$ cat src/rtl/align_shift_arbiter_if.sv
// Handshake and data bundle between the two shift requesters, the shared
// alignment shifter and the downstream add/round consumer.
interface align_shift_arbiter_if #(
    parameter int W  = 49,
    parameter int DW = 8
);
    logic          req0_valid;
    logic          req0_ready;
    logic [W-1:0]  req0_mant;
    logic [DW-1:0] req0_dist;

    logic          req1_valid;
    logic          req1_ready;
    logic [W-1:0]  req1_mant;
    logic [DW-1:0] req1_dist;

    logic          out_valid;
    logic          out_ready;
    logic [W-1:0]  out_mant;
    logic          out_sticky;
    logic          out_src;

    // Requesters and consumer side.
    modport master (
        output req0_valid, req0_mant, req0_dist,
        input  req0_ready,
        output req1_valid, req1_mant, req1_dist,
        input  req1_ready,
        input  out_valid, out_mant, out_sticky, out_src,
        output out_ready
    );

    // Shifter side.
    modport slave (
        input  req0_valid, req0_mant, req0_dist,
        output req0_ready,
        input  req1_valid, req1_mant, req1_dist,
        output req1_ready,
        output out_valid, out_mant, out_sticky, out_src,
        input  out_ready
    );
endinterface

$ cat src/rtl/align_shift_arbiter.sv
// Shared 49-bit logical right shifter for FP add alignment (req0) and FP
// multiply denormalisation (req1). Round-robin arbitration, operand capture
// with shift clamping, sticky generation and a held valid/ready result.
module align_shift_arbiter #(
    parameter int W   = 49,
    parameter int SHW = 6,
    parameter int DW  = 8
) (
    input  logic                 clk,
    input  logic                 rst_n,
    align_shift_arbiter_if.slave bus
);
    typedef enum logic [1:0] {
        IDLE = 2'd0,
        CAPT = 2'd1,
        DONE = 2'd2
    } state_t;

    localparam int             MW         = 1 << SHW;
    localparam logic [DW-1:0]  DIST_LIMIT = DW'(W);
    localparam logic [SHW-1:0] AMT_MAX    = {SHW{1'b1}};

    state_t         state_r;
    state_t         state_next_s;
    logic           last_grant_r;
    logic           grant_s;
    logic           hs_s;

    logic [W-1:0]   sel_mant_s;
    logic [DW-1:0]  sel_dist_s;
    logic [SHW-1:0] sel_amt_s;

    logic [W-1:0]   mant_r;
    logic [SHW-1:0] amt_r;
    logic           src_r;

    logic [W-1:0]   shift_mant_s;
    logic           shift_sticky_s;

    logic           out_valid_r;
    logic [W-1:0]   out_mant_r;
    logic           out_sticky_r;
    logic           out_src_r;

    // Mask of the bit positions that fall off the bottom for a given amount.
    // A clamped amount of 63 covers the whole field, so the sticky matches
    // the unclamped distance for any dist >= W.
    function automatic logic [W-1:0] lost_bits_mask(input logic [SHW-1:0] amt);
        logic [MW-1:0] one_v;
        logic [MW-1:0] full_v;
        one_v  = {{(MW-1){1'b0}}, 1'b1};
        full_v = (one_v << amt) - one_v;
        return full_v[W-1:0];
    endfunction

    function automatic logic sticky_of(input logic [W-1:0] mant, input logic [SHW-1:0] amt);
        return |(mant & lost_bits_mask(amt));
    endfunction

    // Round-robin grant; depends only on valids and the previous winner.
    always_comb begin
        grant_s = 1'b0;
        if (bus.req0_valid && !bus.req1_valid) begin
            grant_s = 1'b0;
        end else if (!bus.req0_valid && bus.req1_valid) begin
            grant_s = 1'b1;
        end else if (bus.req0_valid && bus.req1_valid) begin
            grant_s = ~last_grant_r;
        end else begin
            grant_s = 1'b0;
        end
    end

    assign bus.req0_ready = (state_r == IDLE) && !grant_s;
    assign bus.req1_ready = (state_r == IDLE) &&  grant_s;
    assign hs_s           = (state_r == IDLE) && (grant_s ? bus.req1_valid : bus.req0_valid);

    // Operand mux for the granted requester plus shift-amount clamp.
    always_comb begin
        sel_mant_s = '0;
        sel_dist_s = '0;
        sel_amt_s  = '0;
        if (grant_s) begin
            sel_mant_s = bus.req1_mant;
            sel_dist_s = bus.req1_dist;
        end else begin
            sel_mant_s = bus.req0_mant;
            sel_dist_s = bus.req0_dist;
        end
        if (sel_dist_s >= DIST_LIMIT) begin
            sel_amt_s = AMT_MAX;
        end else begin
            sel_amt_s = sel_dist_s[SHW-1:0];
        end
    end

    // Shifter datapath over the captured operand; zeros enter from the top.
    always_comb begin
        shift_mant_s   = mant_r >> amt_r;
        shift_sticky_s = sticky_of(mant_r, amt_r);
    end

    // FSM state register.
    always_ff @(posedge clk or negedge rst_n) begin
        if (!rst_n) begin
            state_r <= IDLE;
        end else begin
            state_r <= state_next_s;
        end
    end

    // FSM next-state logic: accept, evaluate, hold until consumed.
    always_comb begin
        state_next_s = state_r;
        case (state_r)
            IDLE: begin
                if (hs_s) begin
                    state_next_s = CAPT;
                end else begin
                    state_next_s = IDLE;
                end
            end
            CAPT: begin
                state_next_s = DONE;
            end
            DONE: begin
                if (out_valid_r && bus.out_ready) begin
                    state_next_s = IDLE;
                end else begin
                    state_next_s = DONE;
                end
            end
            default: begin
                state_next_s = IDLE;
            end
        endcase
    end

    // Operand capture and arbitration history, updated on an accepted request.
    always_ff @(posedge clk or negedge rst_n) begin
        if (!rst_n) begin
            mant_r       <= '0;
            amt_r        <= '0;
            src_r        <= 1'b0;
            last_grant_r <= 1'b1;
        end else if (hs_s) begin
            mant_r       <= sel_mant_s;
            amt_r        <= sel_amt_s;
            src_r        <= grant_s;
            last_grant_r <= grant_s;
        end
    end

    // Result registers: loaded in CAPT, held through DONE until consumed.
    always_ff @(posedge clk or negedge rst_n) begin
        if (!rst_n) begin
            out_valid_r  <= 1'b0;
            out_mant_r   <= '0;
            out_sticky_r <= 1'b0;
            out_src_r    <= 1'b0;
        end else if (state_r == CAPT) begin
            out_valid_r  <= 1'b1;
            out_mant_r   <= shift_mant_s;
            out_sticky_r <= shift_sticky_s;
            out_src_r    <= src_r;
        end else if ((state_r == DONE) && out_valid_r && bus.out_ready) begin
            out_valid_r  <= 1'b0;
        end
    end

    assign bus.out_valid  = out_valid_r;
    assign bus.out_mant   = out_mant_r;
    assign bus.out_sticky = out_sticky_r;
    assign bus.out_src    = out_src_r;

endmodule
$ cat src/flat_wrapper.sv
// flat-port wrapper written by rule: the top's interface ports become plain ports
module align_shift_arbiter_flat 
#(
    parameter int W   = 49,
    parameter int SHW = 6,
    parameter int DW  = 8
)
  (clk, rst_n, bus_req0_valid, bus_req0_mant, bus_req0_dist, bus_req0_ready, bus_req1_valid, bus_req1_mant, bus_req1_dist, bus_req1_ready, bus_out_valid, bus_out_mant, bus_out_sticky, bus_out_src, bus_out_ready);
  align_shift_arbiter_if #(.W(W), .DW(DW)) bus_i ();
  input  logic clk;
  input  logic rst_n;
  input wire logic [$bits(bus_i.req0_valid)-1:0] bus_req0_valid;
  input wire logic [$bits(bus_i.req0_mant)-1:0] bus_req0_mant;
  input wire logic [$bits(bus_i.req0_dist)-1:0] bus_req0_dist;
  output wire logic [$bits(bus_i.req0_ready)-1:0] bus_req0_ready;
  input wire logic [$bits(bus_i.req1_valid)-1:0] bus_req1_valid;
  input wire logic [$bits(bus_i.req1_mant)-1:0] bus_req1_mant;
  input wire logic [$bits(bus_i.req1_dist)-1:0] bus_req1_dist;
  output wire logic [$bits(bus_i.req1_ready)-1:0] bus_req1_ready;
  output wire logic [$bits(bus_i.out_valid)-1:0] bus_out_valid;
  output wire logic [$bits(bus_i.out_mant)-1:0] bus_out_mant;
  output wire logic [$bits(bus_i.out_sticky)-1:0] bus_out_sticky;
  output wire logic [$bits(bus_i.out_src)-1:0] bus_out_src;
  input wire logic [$bits(bus_i.out_ready)-1:0] bus_out_ready;
  assign bus_i.req0_valid = bus_req0_valid;
  assign bus_i.req0_mant = bus_req0_mant;
  assign bus_i.req0_dist = bus_req0_dist;
  assign bus_req0_ready = bus_i.req0_ready;
  assign bus_i.req1_valid = bus_req1_valid;
  assign bus_i.req1_mant = bus_req1_mant;
  assign bus_i.req1_dist = bus_req1_dist;
  assign bus_req1_ready = bus_i.req1_ready;
  assign bus_out_valid = bus_i.out_valid;
  assign bus_out_mant = bus_i.out_mant;
  assign bus_out_sticky = bus_i.out_sticky;
  assign bus_out_src = bus_i.out_src;
  assign bus_i.out_ready = bus_out_ready;
  align_shift_arbiter #(.W(W), .SHW(SHW), .DW(DW)) u_core (.clk(clk), .rst_n(rst_n), .bus(bus_i));
endmodule
$ cat config.mk
export PLATFORM = sky130hd
export DESIGN_NAME = align_shift_arbiter_flat
export DESIGN_NICKNAME = d
export VERILOG_FILES = /design/src/rtl/align_shift_arbiter_if.sv /design/src/rtl/align_shift_arbiter.sv /design/src/flat_wrapper.sv
export SDC_FILE = /design/constraint.sdc
export NUM_CORES = 1
export LEC_CHECK = 0
export BUFFER_PORTS_ARGS = -buffer_cell sky130_fd_sc_hd__buf_2
export CAP_MARGIN = 20
export CORE_AREA = 10 10 133 135
export CTS_BUF_LIST = sky130_fd_sc_hd__clkbuf_4 sky130_fd_sc_hd__clkbuf_8
export DETAILED_ROUTE_END_ITERATION = 8
export DIE_AREA = 0 0 143 145
export GPL_TIMING_DRIVEN = 0
export PLACE_DENSITY = 0.89
export SLEW_MARGIN = 5
export SYNTH_ARGS = -nofsm -noshare
export SYNTH_HDL_FRONTEND = slang
export SYNTH_SLANG_ARGS = --single-unit
$ cat constraint.sdc
create_clock -name clk -period 4.7 [get_ports clk]
set_clock_uncertainty 0.1 [all_clocks]
set_input_delay 0.94 -clock clk [delete_from_list [all_inputs] [get_ports clk]]
set_output_delay 0.94 -clock clk [all_outputs]
set_load 0.05 [all_outputs]
==> impl_results.md, run 1 <==
- Buffers on Ports: 172
- Slowest-stage cell, CP: nor2_1
- Starting density of the core: 56.7%
- Syn avg cell area: 8.43 um^2
- HPWL after DPL: 28,200 um
- WP depth: 13
- Crit-path max cell delay: 0.63 ns
- Register area share after synthesis: 32.6%
- Crit share post-route: 95.0%
- Remaining Overflow, GRT: 0
- Storage cell area: 0.00278 mm^2
- Routed vias: 9,556
- WP data arrival: 4.65 ns
- Vias in the first global route: 9,400
- Hold Crit Depth: 2
- Post-Layout Cell Count: 1,390
- Sw Ratio: 55.7%
- CTS buffer count: 9
- Core area: 0.0150 mm^2
- Routed vias/inst: 6.87
- Post-synth top flop: dfrtp_1
- Count leader, synth: nand2_1
- Max Fclk: 224 MHz
- Async S/R FF share, synth: 100%
- Layout cells sized above 1: 24.0%
- CTS Sinks: 111
- HP Class: register to register
- GP Congestion: 1.10
- Fin util: 65.6%
- Post-synth top area share: 32.3%
- First-pass GRT wire length: 55,600 um
- Bufs and invs on worst path: 4
- CP Cell Sequence: buf_2 > nor2_1 > nand2_1 > ha_1 > clkbuf_1 > clkbuf_2 > clkbuf_2 > a221oi_1 > o22ai_1 > nor3_1 > nand4_1 > nor4_1 > a31oi_1
- Critical Path Sink Type: register
- Status: finished clean
- Die Footprint: 0.0207 mm^2
- Part of the power in combinational logic: 65.2%
- CTS H-Tree Depth: 3
- Yosys warns: 0
- Power Density: 764 mW/mm^2
- Rel. slew slack: 33.7%
- # IOs: 173
- Die Y: 145 um
- Largest net degree at the start of global routing: 66
- Fin nets: 1,316
- Pleak: 4.27 nW
- Crit-path most repeated cell: clkbuf_2
- DRT Wirelength: 36,200 um
- Post-Synthesis Cells: 1,011
- WP data required: 4.88 ns
- Post-CTS setup buffers: 0
- Unrepaired setup endpoints after global routing: false
- CTS tree: done
- Max Buffers Root-to-Sink: 2
- Site Rows: 45
- Footprint of the multi-input gates: 0.00528 mm^2
- Post-synth top cells: nand2_1, dfrtp_1, nor2_1
- Fin. max-slew vios: 0
- DP Cell Count: 1,372
- Layout area overhead: 15.8%
- Cell-internal power: 3.34 mW
- Critical path class: register to register
- Max-Cap Viols: 0
- 1st-pass router iterations: 6
- Final ANT Viol Nets: 0
- FF+latch count, synth: 111
- Syn Nets: 1,131
- Final Hold Fails: 0
- Clk_lat worst skew: 0.42 ns
- Netlist cell types: 69
- Drt wl/cell: 26.0 um
- Critical Path Fanout Max: 10
- Initial antenna violation count: 1
- Top cells by area, synth: dfrtp_1, mux4_2, nand2_1, a31oi_1, nor2_1
- Iteration-0 DRC Markers: 1,370
- Root buf cell: clkbuf_8
- Setup tns final: 0 ns
- Worst R2R Path Depth: 13
- Max VDD drop: 0.406 mV
- Fin crit period: 4.47 ns
- Overall Global Routing Usage: 34.4%
- Post-synth EDFFs: 0
- Fillcell total: 1,265
- CP Launch Type: register
- DR DRC count: 0
- Clk slew on worst S/H paths: 0.12 ns
- CP delay by family, top: simple AND/OR/NAND/NOR gates
- Register share of total power: 26.9%
- Clock Power Share: 7.9%
- P_sw: 4.20 mW
- Mapped cell area: 0.00852 mm^2
- Slew @ Worst Pin: 0.987 ns
- Cts hold-fix bufs: 0
- Die W: 143 um
- # setup viols final: 0
- Synth area leader: dfrtp_1
==> state kept, by name (all words and copies together), names as in the netlist <==
register               flops
u_core.bus.out_valid       1
u_core.state_r             2
u_core.mant_r             49
u_core.bus.out_sticky      1
u_core.bus.out_src         1
u_core.amt_r               6
u_core.last_grant_r        1
u_core.src_r               1
u_core.bus.out_mant       49
==> cells by family (layout without fill, tap and decap cells) <==
family | Yosys count | count (layout) | synth area share, %
mux | 95 | 95 | 18.5
xor+xnor | 6 | 6 | 0.617
flops | 111 | 111 | 32.6
simple gates | 416 | 416 | 21.0
compound gates | 275 | 275 | 21.4
fa+ha+maj | 2 | 2 | 0.264
buf+inv | 106 | 296 | 5.53
other cells | 0 | 1 | 0
==> tightest hold or removal path: cells and delay by family, from the launching register on <==
family | cells | cell delay (ns)
AND/OR/NAND/NOR | 1 | 0.05
AO/OA/AOI/OAI | 1 | 0.06
flip-flops | 1 | 0.36
==> layout by cell type (no fill, tap or decap), types with 13 or more instances in the layout <==
cell type | synthesis | layout
mux2_2 | 13 | 13
nand2_1 | 234 | 234
dfrtp_1 | 110 | 110
nand3_1 | 17 | 17
o21ai_0 | 56 | 56
a21oi_1 | 36 | 36
mux2i_1 | 33 | 33
a22o_1 | 14 | 14
clkbuf_1 | 52 | 50
o221ai_1 | 16 | 16
buf_1 | 18 | 18
nor3_1 | 14 | 14
nor2_1 | 90 | 90
mux4_2 | 49 | 49
a31oi_1 | 64 | 64
buf_2 | 17 | 188
o21a_1 | 16 | 16
==> timing repair <==
action	4_1_cts	5_1_grt
setup endpoints to repair	0	1
hold endpoints to repair	0	0
gates resized for setup	0	5
==> power by group through the flow <==
stage                     registers [mW]  clock network [mW]  logic, mW
after global routing                2.03               0.632       5.24
after CTS                           1.95               0.601       4.76
after global placement              1.95                   0       4.70
final                               2.03               0.597       4.91
after detailed placement            1.97                   0       4.74
after floorplan                     2.06                   0       3.07
==> routing by layer <==
| layer | up-vias | part of all wire, % | GRT usage, % | wire length [um] |
|---|---|---|---|---|
| li1 | 4101 | - | - | - |
| met1 | 4522 | 36 | 41.5 | 13100 |
| met2 | 741 | 46 | 53.3 | 16500 |
| met3 | 192 | 11 | 8.93 | 3870 |
| met4 | 0 | 7.5 | 21.7 | 2730 |
| met5 | - | 0 | 0 | 0 |
==> stage by stage <==
stage	hold WS (ns)	total power [mW]	setup WS [ns]	instance area (um^2)
floorplan	0.339	5.12	1.16	8520
global route	0.410	7.90	0.0296	9870
finish	0.396	7.54	0.235	9870
global placement	0.353	6.65	-0.0822	9620
detailed placement	0.371	6.72	0.235	9650
CTS	0.399	7.31	0.192	9850
==> path summary, 6_finish.rpt <==
kind	start	end	slack, ns
worst max-delay path	u_core.amt_r[5]	u_core.bus.out_sticky	0.23
worst min-delay path	u_core.bus.out_mant[39]	u_core.bus.out_mant[39]	0.40
worst max register to register	u_core.amt_r[5]	u_core.bus.out_sticky	0.23
worst min register to register	u_core.bus.out_mant[39]	u_core.bus.out_mant[39]	0.40
max in group asynchronous	rst_n	u_core.mant_r[19]	3.36
min in group asynchronous	rst_n	u_core.bus.out_valid	0.41
==> layout make-up <==
type	count	area share (%)
clock inverter	7	0.773
sequential	111	28.2
tap	188	2.38
timing repair buffer	174	9.08
inverter	10	0.380
multi-input combinational	794	53.5
clock buffer	9	1.26
buffer	96	4.43
antenna	1	0.0254
No activity file was read; power rests on OpenSTA's default activity.
==> run 2: changes to the inputs <==
- CORE_AREA: 10 10 133 135 -> 10 10 134 136
- CTS_BUF_LIST: sky130_fd_sc_hd__clkbuf_4 sky130_fd_sc_hd__clkbuf_8 -> sky130_fd_sc_hd__clkbuf_4 sky130_fd_sc_hd__clkbuf_8 sky130_fd_sc_hd__clkbuf_16
- DIE_AREA: 0 0 143 145 -> 0 0 144 146
- PLACE_DENSITY: 0.89 -> 0.88
==> run 2 against run 1 <==
Critical path depth is the same. First-iteration DRC count shrank 25%. Register-to-register slack lost 0.14 ns. Routed wire length shrank 0.73%. Non-clock buffer count is the same. Worst setup slack lost 0.14 ns. Largest power group unchanged. Sequential cell count is the same. Sequential power is essentially flat. Clock-buffer cell count is the same.
==> impl_results.md, run 2 (synthesized netlist as in run 1, its figures left out) <==
- WP data arrival: 4.73 ns (+0.08 ns)
- Antenna cells: 0 (-1)
- Buffers on Ports: 172 (unchanged)
- Register share of total power: 26.2% (-0.7 points)
- Fin. max-slew vios: 0 (unchanged)
- Overall power: 7.70 mW (+2.2%)
- HPWL after DPL: 27,900 um (-1.1%)
- Vias in the first global route: 9,332 (-0.72%)
- DR DRC count: 0 (unchanged)
- Sw Ratio: 54.5% (-1.2 points)
- Fin util: 64.4% (-1.3 points)
- DP Cell Count: 1,377 (+0.36%)
- Routed vias/inst: 6.76 (-1.7%)
- Max Fclk: 217 MHz (-3.1%)
- Rel. slew slack: 38.4% (+4.7 points)
- # setup viols final: 0 (unchanged)
- R2R setup slack: 0.09 ns (-0.14 ns)
- Cts hold-fix bufs: 0 (unchanged)
- Status: finished clean
- Max-Cap Viols: 0 (unchanged)
- Fillcell total: 1,363 (+7.7%)
- # IOs: 173 (unchanged)
- Starting density of the core: 55.1% (-1.6 points)
- WP data required: 4.82 ns (-0.06 ns)
- Power Density: 773 mW/mm^2 (+1.1%)
- Site Rows: 46 (+2.2%)
- Layout cells sized above 1: 24.1% (+0.083 points)
- Pre-CTS setup slack: 0.0583 ns (-0.176 ns)
- Part of the power in combinational logic: 63.9% (-1.3 points)
- Most common cell after layout, fill and taps aside: nand2_1
- Fin crit period: 4.61 ns (+0.144 ns)
- Storage cell area: 0.00278 mm^2 (unchanged)
- Critical path class: register to register
- Overall Global Routing Usage: 33.5% (-0.90 points)
- Largest net degree at the start of global routing: 65 (-1.5%)
- Final Hold Fails: 0 (unchanged)
- Critical Path Sink Type: register
- Bufs and invs on worst path: 4 (unchanged)
- Max Buffers Root-to-Sink: 2 (unchanged)
- Fin nets: 1,316 (unchanged)
- Die Footprint: 0.0210 mm^2 (+1.4%)
- DRT Wirelength: 35,900 um (-0.73%)
- GP Congestion: 1.06 (-3.4%)
- Slowest-stage cell, CP: nor2_1
- Critical Path Fanout Max: 10 (unchanged)
- Routed vias: 9,410 (-1.5%)
- CTS Sinks: 111 (unchanged)
- CTS H-Tree Depth: 3 (unchanged)
- Crit share post-route: 98.1% (+3.1 points)
- Remaining Overflow, GRT: 0 (unchanged)
- Crit-path max cell delay: 0.71 ns (+0.08 ns)
- Layout area overhead: 17.0%
- Worst setup margin: 0.0903 ns (-0.144 ns)
- Max VDD drop: 0.365 mV (-10%)
- CP delay by family, top: simple AND/OR/NAND/NOR gates
- Post-Layout Cell Count: 1,393 (+0.22%)
- Clock Power Share: 9.9% (+2.0 points)
- Cell-internal power: 3.50 mW (+4.9%)
- CP Cell Sequence: buf_2 > nor2_1 > nand2_1 > ha_1 > clkbuf_1 > clkbuf_2 > clkbuf_1 > a221oi_1 > o22ai_1 > nor3_1 > nand4_1 > nor4_2 > a31oi_1
- Pleak: 4.31 nW (+1.1%)
- Crit-path most repeated cell: clkbuf_1
- Unrepaired setup endpoints after global routing: false
- Iteration-0 DRC Markers: 1,034 (-25%)
- Slew @ Worst Pin: 0.920 ns (-0.0670 ns)
- HP Class: register to register
- Root buf cell: clkbuf_16
- Die Y: 146 um (+0.69%)
- Die W: 144 um (+0.70%)
- Drt wl/cell: 25.8 um (-0.94%)
- CTS tree: done
- Clk slew on worst S/H paths: 0.08 ns (-0.04 ns)
- Footprint of the multi-input gates: 0.00529 mm^2 (+0.21%)
- Placed instance area: 0.00966 mm^2 (+0.10%)
- Final ANT Viol Nets: 0 (unchanged)
- Initial antenna violation count: 0 (-1)
- 1st-pass router iterations: 6 (unchanged)
- First-pass GRT wire length: 54,200 um (-2.4%)
- CTS buffer count: 9 (unchanged)
- P_sw: 4.20 mW (about the same)
- Clk_lat worst skew: 0.37 ns (-0.05 ns)
- Core area: 0.0155 mm^2 (+3.0%)
- Post-CTS setup buffers: 0 (unchanged)
- Commonest non-fill, non-tap cells in the layout: nand2_1, buf_2, dfrtp_1, nor2_1, a31oi_1
- Finished Cell Area: 0.00997 mm^2 (+1.0%)
- CP Launch Type: register
run 2: cell types whose count changed in the layout (fill, tap and decap cells not counted), sizes merged:
cell and delta:
buf +1, clkbuf -1, clkinvlp -1, diode -1, inv +1
run 2: through the flow:
step / hold WS [ns] / TNS, ns
after detailed placement: 0.362 / 0
after CTS: 0.383 / 0
after global routing: 0.397 / 0
after floorplan: 0.339 / 0
after global placement: 0.352 / -0.117
final: 0.381 / 0
run 2: power groups by stage:
stage,registers [mW],logic [mW],clock network (mW)
2_1_floorplan,2.06,3.07,0
3_3_place_gp,1.96,4.71,0
3_5_place_dp,1.97,4.74,0
4_1_cts,1.95,4.75,0.762
5_1_grt,2.02,5.20,0.805
6_report,2.02,4.92,0.763
run 2: worst paths after layout:
| path | startpoint | end | cells past startpoint |
|---|---|---|---|
| max in group asynchronous | rst_n | u_core.mant_r[13] | 2 |
| min in group asynchronous | rst_n | u_core.bus.out_valid | 1 |
| worst min-delay path | u_core.bus.out_src | u_core.bus.out_src | 2 |
| worst min register to register | u_core.bus.out_src | u_core.bus.out_src | 2 |
| worst max register to register | u_core.amt_r[5] | u_core.bus.out_sticky | 13 |
| worst max-delay path | u_core.amt_r[5] | u_core.bus.out_sticky | 13 |
run 2: final cells by class:
cell class,count,area share [%]
inverters,10,0.377
repair buffers,174,8.99
plain buffers,96,4.37
well taps,192,2.41
clock buffers,9,2.26
clock inverters,7,0.628
multi-input cells,794,53.1
flip-flops and latches,111,27.9
run 2: what timing repair did:
action,in CTS,in global routing
endpoints found under the hold margin,0,0
resized for setup,0,5
setup endpoints to repair,0,1
run 2: per-layer routing:
layer	part of all wire, %	global-route usage [%]	vias up	routed length (um)
met2	45	51.3	698	16300
met5	0	0	-	0
li1	-	-	4090	-
met1	37	40.4	4439	13200
met4	6.8	21.3	0	2450
met3	11	9.33	183	3980
run 2: tightest hold or removal path, delay by kind of cell, from the launching register on:
kind	cells	cell delay, ns
and+or+nand+nor	2	0.11
DFF	1	0.35
